**config.mk**
```make
export PLATFORM = sky130hd
export DESIGN_NAME = fsk_receiver
export DESIGN_NICKNAME = d
export VERILOG_FILES = /design/src/rtl/fsk_receiver.sv
export SDC_FILE = /design/constraint.sdc
export NUM_CORES = 1
export LEC_CHECK = 0
export CORE_UTILIZATION = 50
export DETAILED_ROUTE_END_ITERATION = 8
export PLACE_DENSITY = 0.76
export SETUP_SLACK_MARGIN = 0.1
export SKIP_LAST_GASP = 1
export SYNTH_ARGS = -nofsm -noshare
export SYNTH_HDL_FRONTEND = slang
export SYNTH_SLANG_ARGS = --single-unit
```
**constraint.sdc**
```tcl
create_clock -name sysclk -period 3.4 [get_ports sysclk]
set_clock_uncertainty 0.05 [all_clocks]
set_input_delay 0.68 -clock sysclk [delete_from_list [all_inputs] [get_ports sysclk]]
set_output_delay 0.68 -clock sysclk [all_outputs]
set_load 0.01 [all_outputs]
```
**src/rtl/fsk_receiver.sv**
```systemverilog
// FSK link receiver: tone demodulator, start-bit framer and 12-bit deserializer,
// plus a free-running bit-rate divider. Optional majority filter: FSK_RX_FILTER_EN.
module fsk_receiver #(
  parameter int CLKS_PER_BIT = 16,
  parameter int DATA_BITS    = 12,
  parameter int MARK_HALF    = 2,
  parameter int SPACE_HALF   = 4,
  parameter int THRESH       = 3
) (
  input  logic                 sysclk,
  input  logic                 rst,
  input  logic                 signal_mod,
  output logic                 bit_clk,
  output logic                 signal_out,
  output logic [DATA_BITS-1:0] RX_Data,
  output logic                 RX_Status
);

  localparam int HALF    = CLKS_PER_BIT / 2;
  localparam int CNT_W   = $clog2(CLKS_PER_BIT);
  localparam int IDX_W   = $clog2(DATA_BITS);
  localparam int RUN_MAX = 2 * SPACE_HALF + 1;
  localparam int RUN_W   = $clog2(RUN_MAX + 1);
  // a mark half-period must always decode as 1, whatever THRESH is set to
  localparam int THR     = (THRESH < MARK_HALF) ? MARK_HALF : THRESH;

  localparam logic [1:0] IDLE  = 2'd0;
  localparam logic [1:0] START = 2'd1;
  localparam logic [1:0] DATA  = 2'd2;
  localparam logic [1:0] NEXT  = 2'd3;

  logic [CNT_W-1:0] div_cnt;

  always_ff @(posedge sysclk or posedge rst) begin
    if (rst)                                      div_cnt <= '0;
    else if (div_cnt == CNT_W'(CLKS_PER_BIT - 1)) div_cnt <= '0;
    else                                          div_cnt <= div_cnt + 1'b1;
  end

  assign bit_clk = (div_cnt >= CNT_W'(HALF));

  logic             sync1, sync2, sync_d;
  logic [RUN_W-1:0] run;
  logic             dec;

  always_ff @(posedge sysclk or posedge rst) begin
    if (rst) begin
      sync1  <= 1'b1;
      sync2  <= 1'b1;
      sync_d <= 1'b1;
      run    <= '0;
      dec    <= 1'b1;
    end else begin
      sync1  <= signal_mod;
      sync2  <= sync1;
      sync_d <= sync2;
      if (sync2 != sync_d) begin
        dec <= (run <= RUN_W'(THR));
        run <= RUN_W'(1);
      end else if (run != RUN_W'(RUN_MAX)) begin
        run <= run + 1'b1;
      end else begin
        dec <= 1'b1;  // carrier lost: line reads idle
      end
    end
  end

`ifdef FSK_RX_FILTER_EN
  logic [1:0] hist;

  always_ff @(posedge sysclk or posedge rst) begin
    if (rst) hist <= 2'b11;
    else     hist <= {hist[0], dec};
  end

  assign signal_out = (dec & hist[0]) | (dec & hist[1]) | (hist[0] & hist[1]);
`else
  assign signal_out = dec;
`endif

  logic                 so_d;
  logic [1:0]           state;
  logic [CNT_W-1:0]     cnt;
  logic [IDX_W-1:0]     idx;
  logic [DATA_BITS-2:0] shreg;

  always_ff @(posedge sysclk or posedge rst) begin
    if (rst) begin
      so_d      <= 1'b1;
      state     <= IDLE;
      cnt       <= '0;
      idx       <= '0;
      shreg     <= '0;
      RX_Data   <= '0;
      RX_Status <= 1'b0;
    end else begin
      so_d      <= signal_out;
      RX_Status <= 1'b0;
      case (state)
        IDLE: begin
          // the fall is seen one cycle after it happened, so the count starts at 1
          if (so_d && !signal_out) begin
            state <= START;
            cnt   <= CNT_W'(1);
          end
        end
        START: begin
          if (cnt == CNT_W'(HALF - 1)) begin
            cnt <= '0;
            idx <= '0;
            state <= signal_out ? IDLE : DATA;
          end else begin
            cnt <= cnt + 1'b1;
          end
        end
        DATA: begin
          if (cnt == CNT_W'(CLKS_PER_BIT - 1)) begin
            cnt   <= '0;
            shreg <= {shreg[DATA_BITS-3:0], signal_out};
            if (idx == IDX_W'(DATA_BITS - 1)) begin
              RX_Data   <= {shreg, signal_out};
              RX_Status <= 1'b1;
              state     <= NEXT;
            end else begin
              idx <= idx + 1'b1;
            end
          end else begin
            cnt <= cnt + 1'b1;
          end
        end
        NEXT: begin
          // sampling one slot after the last data bit lands on a contiguous start bit's center
          if (cnt == CNT_W'(CLKS_PER_BIT - 1)) begin
            cnt <= '0;
            idx <= '0;
            state <= signal_out ? IDLE : DATA;
          end else begin
            cnt <= cnt + 1'b1;
          end
        end
        default: state <= IDLE;
      endcase
    end
  end

endmodule

```
# == After elaboration in Yosys (flattened, before gate mapping) ==
# Index checks and enable logic that the tools add are counted.
# totals
register_bits,47
inputBits,3
# op_classes
add_sub_neg,4
order_cmp,2
n_eq_ne,16
n_mux,24
n_reduce_logical,10
# ops
operator,n
$mux W4,10
$pmux W4 S3,2
$add A4 B1 Y4 const B,4
$ne A2 B2 Y1 const B,7
$eq A4 B4 Y1 const B,3
$mux W2,6
$reduce_and A5 Y1,2
$pmux W2 S4,1
$mux W1,5
$eq A2 B2 Y1 const B,2
$eq A4 B3 Y1 const B,1
$ge A4 B4 Y1 const B,1
$le A4 B2 Y1 const B,1
$ne A4 B4 Y1 const B,1
$reduce_and A3 Y1,1
$reduce_bool A3 Y1,1
$eq A2 B1 Y1 const B,1
$logic_not A2 Y1,1
$reduce_and A2 Y1,1
$reduce_bool A2 Y1,1
$reduce_or A2 Y1,1
$logic_and A1 B1 Y1,1
$logic_not A1 Y1,1
$ne A1 B1 Y1,1

# == Longest topological paths before layout ==
# Gate-level depths: netlist (run 1).
# logic_depth
word_depth,4
mapped_depth,6
depth_no_buf,6

# == Worst setup path before layout (run 1) ==
# Ideal clock, no wire load.
# synth_path
path_kind,reg2reg
start,register cnt[0]
end,register RX_Data[0]
setup_time_ns,0.125
arrival_ns,1.545
required_ns,3.225
path_slack_ns,1.680
stages_incl_launch_ff,6
path_buffers,1
period_less_slack_ns,1.720
path_cell_list,dfrtp_1 > ha_1 > nand3_2 > nor3_2 > buf_4 > mux2_2
# synth_between
elab_chain_cells,2
# synth_lines
element,line_no,text
from (decl),83,logic [CNT_W-1:0] cnt;
from (signal assigned),113,cnt <= cnt + 1'b1;
from (signal assigned),128,cnt <= cnt + 1'b1;
from (signal assigned),138,cnt <= cnt + 1'b1;
$eq A4 B4 Y1,117,if (cnt == CNT_W'(CLKS_PER_BIT - 1)) begin
$reduce_and A3 Y1 (no line),-,
to (signal assigned),121,"RX_Data <= {shreg, signal_out};"
to (decl),15,"output logic [DATA_BITS-1:0] RX_Data,"
# No other way between the ends.
# A chain may end at the register's enable or synchronous reset.

# == Final worst setup path (run 1) ==
# layout_path
start,register cnt[0]
end,register RX_Data[1]
# The elaborated chain is that of the path after synthesis.

==> impl_results.md, run 1 <==
* Hold-fix buffers at CTS at 0
* Distinct cells, synth at 36
* Row cnt at 22
* CTS root buf: clkbuf_8
* Die H at 65.9 µm
* # IOs at 18
* Cell-internal power at 0.893 mW
* Worst Hold Class: register to register
* Register area share after synthesis at 57.8%
* ANT cells at 0
* WL per Instance at between 10 and 15 µm
* First-pass GRT wire length at 5950 µm
* Yosys top cell area share at 51.4%
* Yosys reg bits at 47
* Via density at 5.39
* TritonCTS Buffers at 5
* Hold Vio Cnt, Final at 0
* Grt total ovfl at 0
* Final Critical Period at between 2000 and 2500 ps
* Worst EP arrival at 2350 ps
* Slew Viols, Final at 0
* Initial drt markers at 31
* Core ar. at 0.00380 mm²
* Mapped Cells at ~160
* Port bufs at 17
* Clock Power Share at between 20% and 30%
* Initial antenna violation count at 0
* Slew margin rel. at 31.2%
* Logic gate share of total power at approximately 20%
* Dpl hpwl at 2330 µm
* Clk sinks at 47
* Crit path kind: register to register
* Avg Cell Area, Syn at 12.5 µm²
* Net switching power at 0.406 mW
* Post-Syn Area at 0.00204 mm²
* CP Launch Type: register
* Max H-tree Level at 2
* GPL Wtd Cong at roughly 0.82
* Total of warnings raised by yosys at 0
* Top FF cell, synth: dfrtp_1
* Layout cell share with drive strength beyond 1 at 23.6%
* Fraction of registers with async set/reset at 100%
* Synth top cells by count: dfrtp_1 (42), mux2_2 (24), o21ai_0 (12)
* Via count at 1239
* Worst Hold Launch: sync1
* Power Density at 557 mW/mm²
* Yosys top cell by area: dfrtp_1
* Area Overhead vs Synth at 14.0%
* Largest net degree at the start of global routing at 31
* Area contributors post-synth: dfrtp_1 (51%), mux2_2 (13%), dfstp_2 (6.4%)
* # Post-CTS Setup Buffers at 0
* Worst Max-Slew Pin Slew at between 1000 and 1500 ps
* Sequential Power Share at between 50% and 60%
* Post-Route WL at 3340 µm
* Max Clk Rate at 452 MHz
* Final #Nets at 190
* 1st-pass router iterations at 4
* Setup violators final at 0
* EDFF count, synth at 0
* CTS tree: built
* CP Capture Type: register
* Leak at ~1.1 nW
* Post-synthesis net count at ~170
* Clock Tree Buf Depth at 2
* Sw Ratio at 31.3%
* Setup tns final at 0 ps
* Die area at 0.00435 mm²
* CP startpoint: cnt[0]
* Total power at ~1.3 mW
* Initial Util at 53.8%
* Remaining DRCs at 0
* DIE WIDTH at 65.9 µm
* RSZ-0062 raised after global routing: false
* GR Util All Layers at 18.5%
* Cell with the most instances after synthesis: dfrtp_1
* Worst skew pair latency at 300 ps
* Tcrit/Tclk final at 65.1%
* Routed Antenna Nets at 0
* Crit path required time at 3530 ps
* Clk slew on worst S/H paths at approximately 90 ps
* Max Cap Viol at 0
* Max VDD drop at 0.342 mV
* Vias in the first global route at 1297
* Maximum net fanout on the critical path at 13
* CTS-repair resized insts at 0
* Reg2reg start: cnt[0]
* Status: finished clean
power groups by stage:
stage,sequential [mW],combinational (mW),clock (mW)
final,0.715,0.265,0.320
after global routing,0.727,0.302,0.355
after CTS,0.713,0.266,0.334
after detailed placement,0.724,0.264,0
after global placement,0.716,0.245,0
after floorplan,0.672,0.254,0
kinds of logic after synthesis:
kind of cell | after synthesis | synth area share, %
flops | 47 | 57.8
simple gates | 36 | 10.2
compound gates | 26 | 8.14
mux | 26 | 14.2
buf+inv | 16 | 3.37
xor+xnor | 6 | 2.57
fa+ha+maj | 6 | 3.67
worst max-delay path: stages (launching register included):
cell and delay [ps]:
dfrtp_1 390, ha_1 320, nand3_2 160, nor3_2 760, mux2_2 420
final cells by class:
type / count / area [µm²]
inverters: 9 / 33.8
flip-flops and latches: 47 / 1180
multi-input cells: 100 / 793
repair buffers: 18 / 178
clock buffers: 5 / 68.8
well taps: 48 / 60.1
clock inverters: 3 / 15.0
fillers: 269 / 1470
final timing paths:
| kind | slack [ps] | to | cells after the start |
|---|---|---|---|
| min | 310 | sync2 | 0 |
| max in group asynchronous | 1820 | shreg[6] | 3 |
| max reg2reg | 1190 | RX_Data[1] | 4 |
| max | 1190 | RX_Data[1] | 4 |
| min reg2reg | 310 | sync2 | 0 |
| min in group asynchronous | 770 | cnt[1] | 2 |
routing by layer:
layer  part of all wire, %  track usage [%]  wire length, µm  up-vias
li1                      -                -                -      601
met1                    47             23.9             1570      616
met2                    49             29.3             1640       20
met3                   3.4             5.52              112        2
met4                  0.69             7.18               23        0
met5                     0                0                0        -
sequential cells by signal (all words and copies together), names as in the netlist, 4 cells and up, named ones only:
name / flops
shreg: 11
idx: 4
cnt: 4
run: 4
div_cnt: 4
RX_Data: 12
metrics by stage:
stage	std cells	util [%]	area, µm²	setup slack [ps]	hold WS, ps
2_1_floorplan	163	-	2040	1560	295
3_3_place_gp	222	59.2	2250	1300	298
3_5_place_dp	222	59.2	2250	1180	305
4_1_cts	230	61.4	2330	1160	317
5_1_grt	230	61.4	2330	976	317
6_report	230	61.4	2330	1190	314
cell usage in the layout, fill, tap and decap left out, types with 2 or more instances in the layout:
| cell | n |
|---|---|
| clkinv_2 | 3 |
| clkdlybuf4s50_1 | 17 |
| nor3b_1 | 2 |
| inv_1 | 8 |
| xnor2_1 | 4 |
| nor2b_1 | 2 |
| dfrtp_1 | 42 |
| nand4_1 | 2 |
| nand2_1 | 9 |
| mux2_2 | 24 |
| nand3_1 | 3 |
| nor2_1 | 4 |
| o21ai_0 | 12 |
| nand3b_1 | 2 |
| a21oi_1 | 6 |
| ha_1 | 6 |
| o41ai_1 | 2 |
| and2_1 | 2 |
| mux2i_1 | 2 |
| clkbuf_8 | 5 |
| nand2b_1 | 3 |
| dfstp_2 | 5 |
| xor2_1 | 2 |
Note: power is estimated with default switching activity, not from simulation.
==> run 2, diff against run 1 <==
PLACE_DENSITY = 0.78   (was 0.76)
clock period = 2 ns   (was 3.4 ns; I/O delays follow)
==> impl_results.md, run 2 (synthesis results as in run 1) <==
* FILL cells at 300 (+12%)
* Via density at 5.48 (+1.8%)
* RSZ-0062 raised after global routing: false
* Final Critical Period at 1760 ps (-450 ps)
* Hold depth at 0 (unchanged)
* Worst Max-Slew Pin Slew at 457 ps (-569 ps)
* First-pass GRT wire length at 5750 µm (-3.2%)
* 1st-pass router iterations at 4 (unchanged)
* Dpl hpwl at 2360 µm (+1.3%)
* WL per Instance at 14.5 µm (-0.18%)
* Initial drt markers at 109 (+250%)
* Power Density at 940 mW/mm² (+69%)
* CP Capture Type: register
* GR Util All Layers at 17.6% (-0.97 points)
* Worst EP arrival at 1920 ps (-430 ps)
* Most frequent cells in the layout: dfrtp_1 (42), mux2_2 (24), clkdlybuf4s50_1 (16), o21ai_0 (12), nand2_1 (9)
* # IOs at 18 (unchanged)
* Clk sinks at 47 (unchanged)
* Hold Vio Cnt, Final at 0 (unchanged)
* Grt total ovfl at 0 (unchanged)
* CP Launch Type: register
* GPL Wtd Cong at 0.818 (about the same)
* CTS root buf: clkbuf_8
* Port bufs at 17 (unchanged)
* Die area at 0.00435 mm² (unchanged)
* Core ar. at 0.00380 mm² (unchanged)
* Clock Power Share at 24.5% (about the same)
* Max reg flops at 12 (unchanged)
* Hold EP: sync2
* Top Registers: RX_Data x12, shreg x11
* Crit path kind: register to register
* Layout cell share with drive strength beyond 1 at 23.9% (+0.29 points)
* Max Clk Rate at 567 MHz (+26%)
* Net switching power at 0.689 mW (+70%)
* Crit Reg-Reg Endpoint: idx[3]
* Cell-internal power at 1.53 mW (+71%)
* Initial antenna violation count at 0 (unchanged)
* Max Cap Viol at 0 (unchanged)
* TritonCTS Buffers at 5 (unchanged)
* Clock Tree Buf Depth at 2 (unchanged)
* Remaining DRCs at 0 (unchanged)
* Initial Util at 53.8% (unchanged)
* Maximum net fanout on the critical path at 8 (-5)
* Logic gate share of total power at 20.4% (about the same)
* Core Util, Final at 62.1% (+0.69 points)
* Max VDD drop at 0.573 mV (+67%)
* Area Overhead vs Synth at 15.3%
* ANT cells at 0 (unchanged)
* Setup tns final at 0 ps (unchanged)
* Tcrit/Tclk final at 88.1% (+23 points)
* Clk slew on worst S/H paths at 90 ps (about the same)
* Final #Nets at 192 (+1.1%)
* Slew margin rel. at 69.5% (+38 points)
* Worst skew pair latency at 290 ps (about the same)
* Sequential Power Share at 55.1% (about the same)
* Row cnt at 22 (unchanged)
* CTS tree: built
* Reg2reg path depth at 5 (+1)
* Via count at 1272 (+2.7%)
* # Post-CTS Setup Buffers at 0 (unchanged)
* Worst Hold Class: register to register
* Die H at 65.9 µm (unchanged)
* DIE WIDTH at 65.9 µm (unchanged)
* Setup violators final at 0 (unchanged)
* Leak at 1.09 nW (+0.84%)
* Reg2reg start: cnt[1]
* Crit path required time at 2160 ps (-1370 ps)
* Post-Route WL at 3370 µm (+0.69%)
* Most common cell after layout, fill and taps aside: dfrtp_1
* Slew Viols, Final at 0 (unchanged)
* Routed Antenna Nets at 0 (unchanged)
* Sw Ratio at 31.1% (-0.17 points)
* Status: finished clean
* Worst Hold Launch: sync1
* Largest net degree at the start of global routing at 48 (+55%)
* Largest Register: RX_Data
* Worst R2R Setup Slack at 240 ps (-950 ps)
* Vias in the first global route at 1288 (-0.69%)
* Max H-tree Level at 2 (unchanged)
## run 2: power by group through the flow
stage / registers [mW] / logic, mW / clock network, mW
after floorplan: 1.14 / 0.431 / 0
after global placement: 1.22 / 0.423 / 0
after detailed placement: 1.23 / 0.456 / 0
after CTS: 1.22 / 0.452 / 0.556
after global routing: 1.24 / 0.509 / 0.586
final: 1.22 / 0.451 / 0.544
## run 2: per-stage QoR
stage	total power, mW	instance area (µm²)	setup WS [ps]	instances	hold slack (ps)
2_1_floorplan	1.57	2040	280	163	295
3_3_place_gp	1.64	2270	308	224	299
3_5_place_dp	1.69	2270	228	224	301
4_1_cts	2.22	2350	184	232	316
5_1_grt	2.34	2360	128	232	324
6_report	2.22	2360	238	232	313
## run 2: final cells by class
cell class                 count  area [µm²]  share of cell area [%]
multi-input combinational    100         796                    33.8
sequential                    47        1180                    50.2
tap                           48        60.1                    2.55
clock buffer                   7        76.3                    3.24
inverter                       9        33.8                    1.43
clock inverter                 1        5.00                   0.212
timing repair buffer          20         204                    8.65
## run 2: critical path: stages (launching register included)
cell and delay, ps:
dfrtp_1 400, ha_2 260, nand3_2 130, a22o_4 320
or3_1 360, a21boi_1 160
## run 2: worst max-delay path by stage
stage,end,startpoint,slack (ps),cells past startpoint
5_1_grt,idx[2],cnt[1],130,5
4_1_cts,idx[3],cnt[1],180,5
3_3_place_gp,RX_Data[0],cnt[0],310,5
2_1_floorplan,RX_Data[0],cnt[0],280,5
3_5_place_dp,idx[3],cnt[0],230,5
6_report,idx[3],cnt[1],240,5
## run 2: per-layer routing
metal  vias to the layer above  track usage, %  part of all wire (%)
met5                         -               0                     0
met4                         0            6.12                   1.3
met3                         5            4.66                   2.9
met2                        18            29.6                    53
met1                       645            21.7                    43
li1                        604               -                     -
## run 2: what timing repair did
action | 4_1_cts | 5_1_grt
setup endpoints to repair | 1 | 4
hold endpoints to repair | 0 | 0
hold buffers | 0 | 0
gates resized for setup | 1 | 1
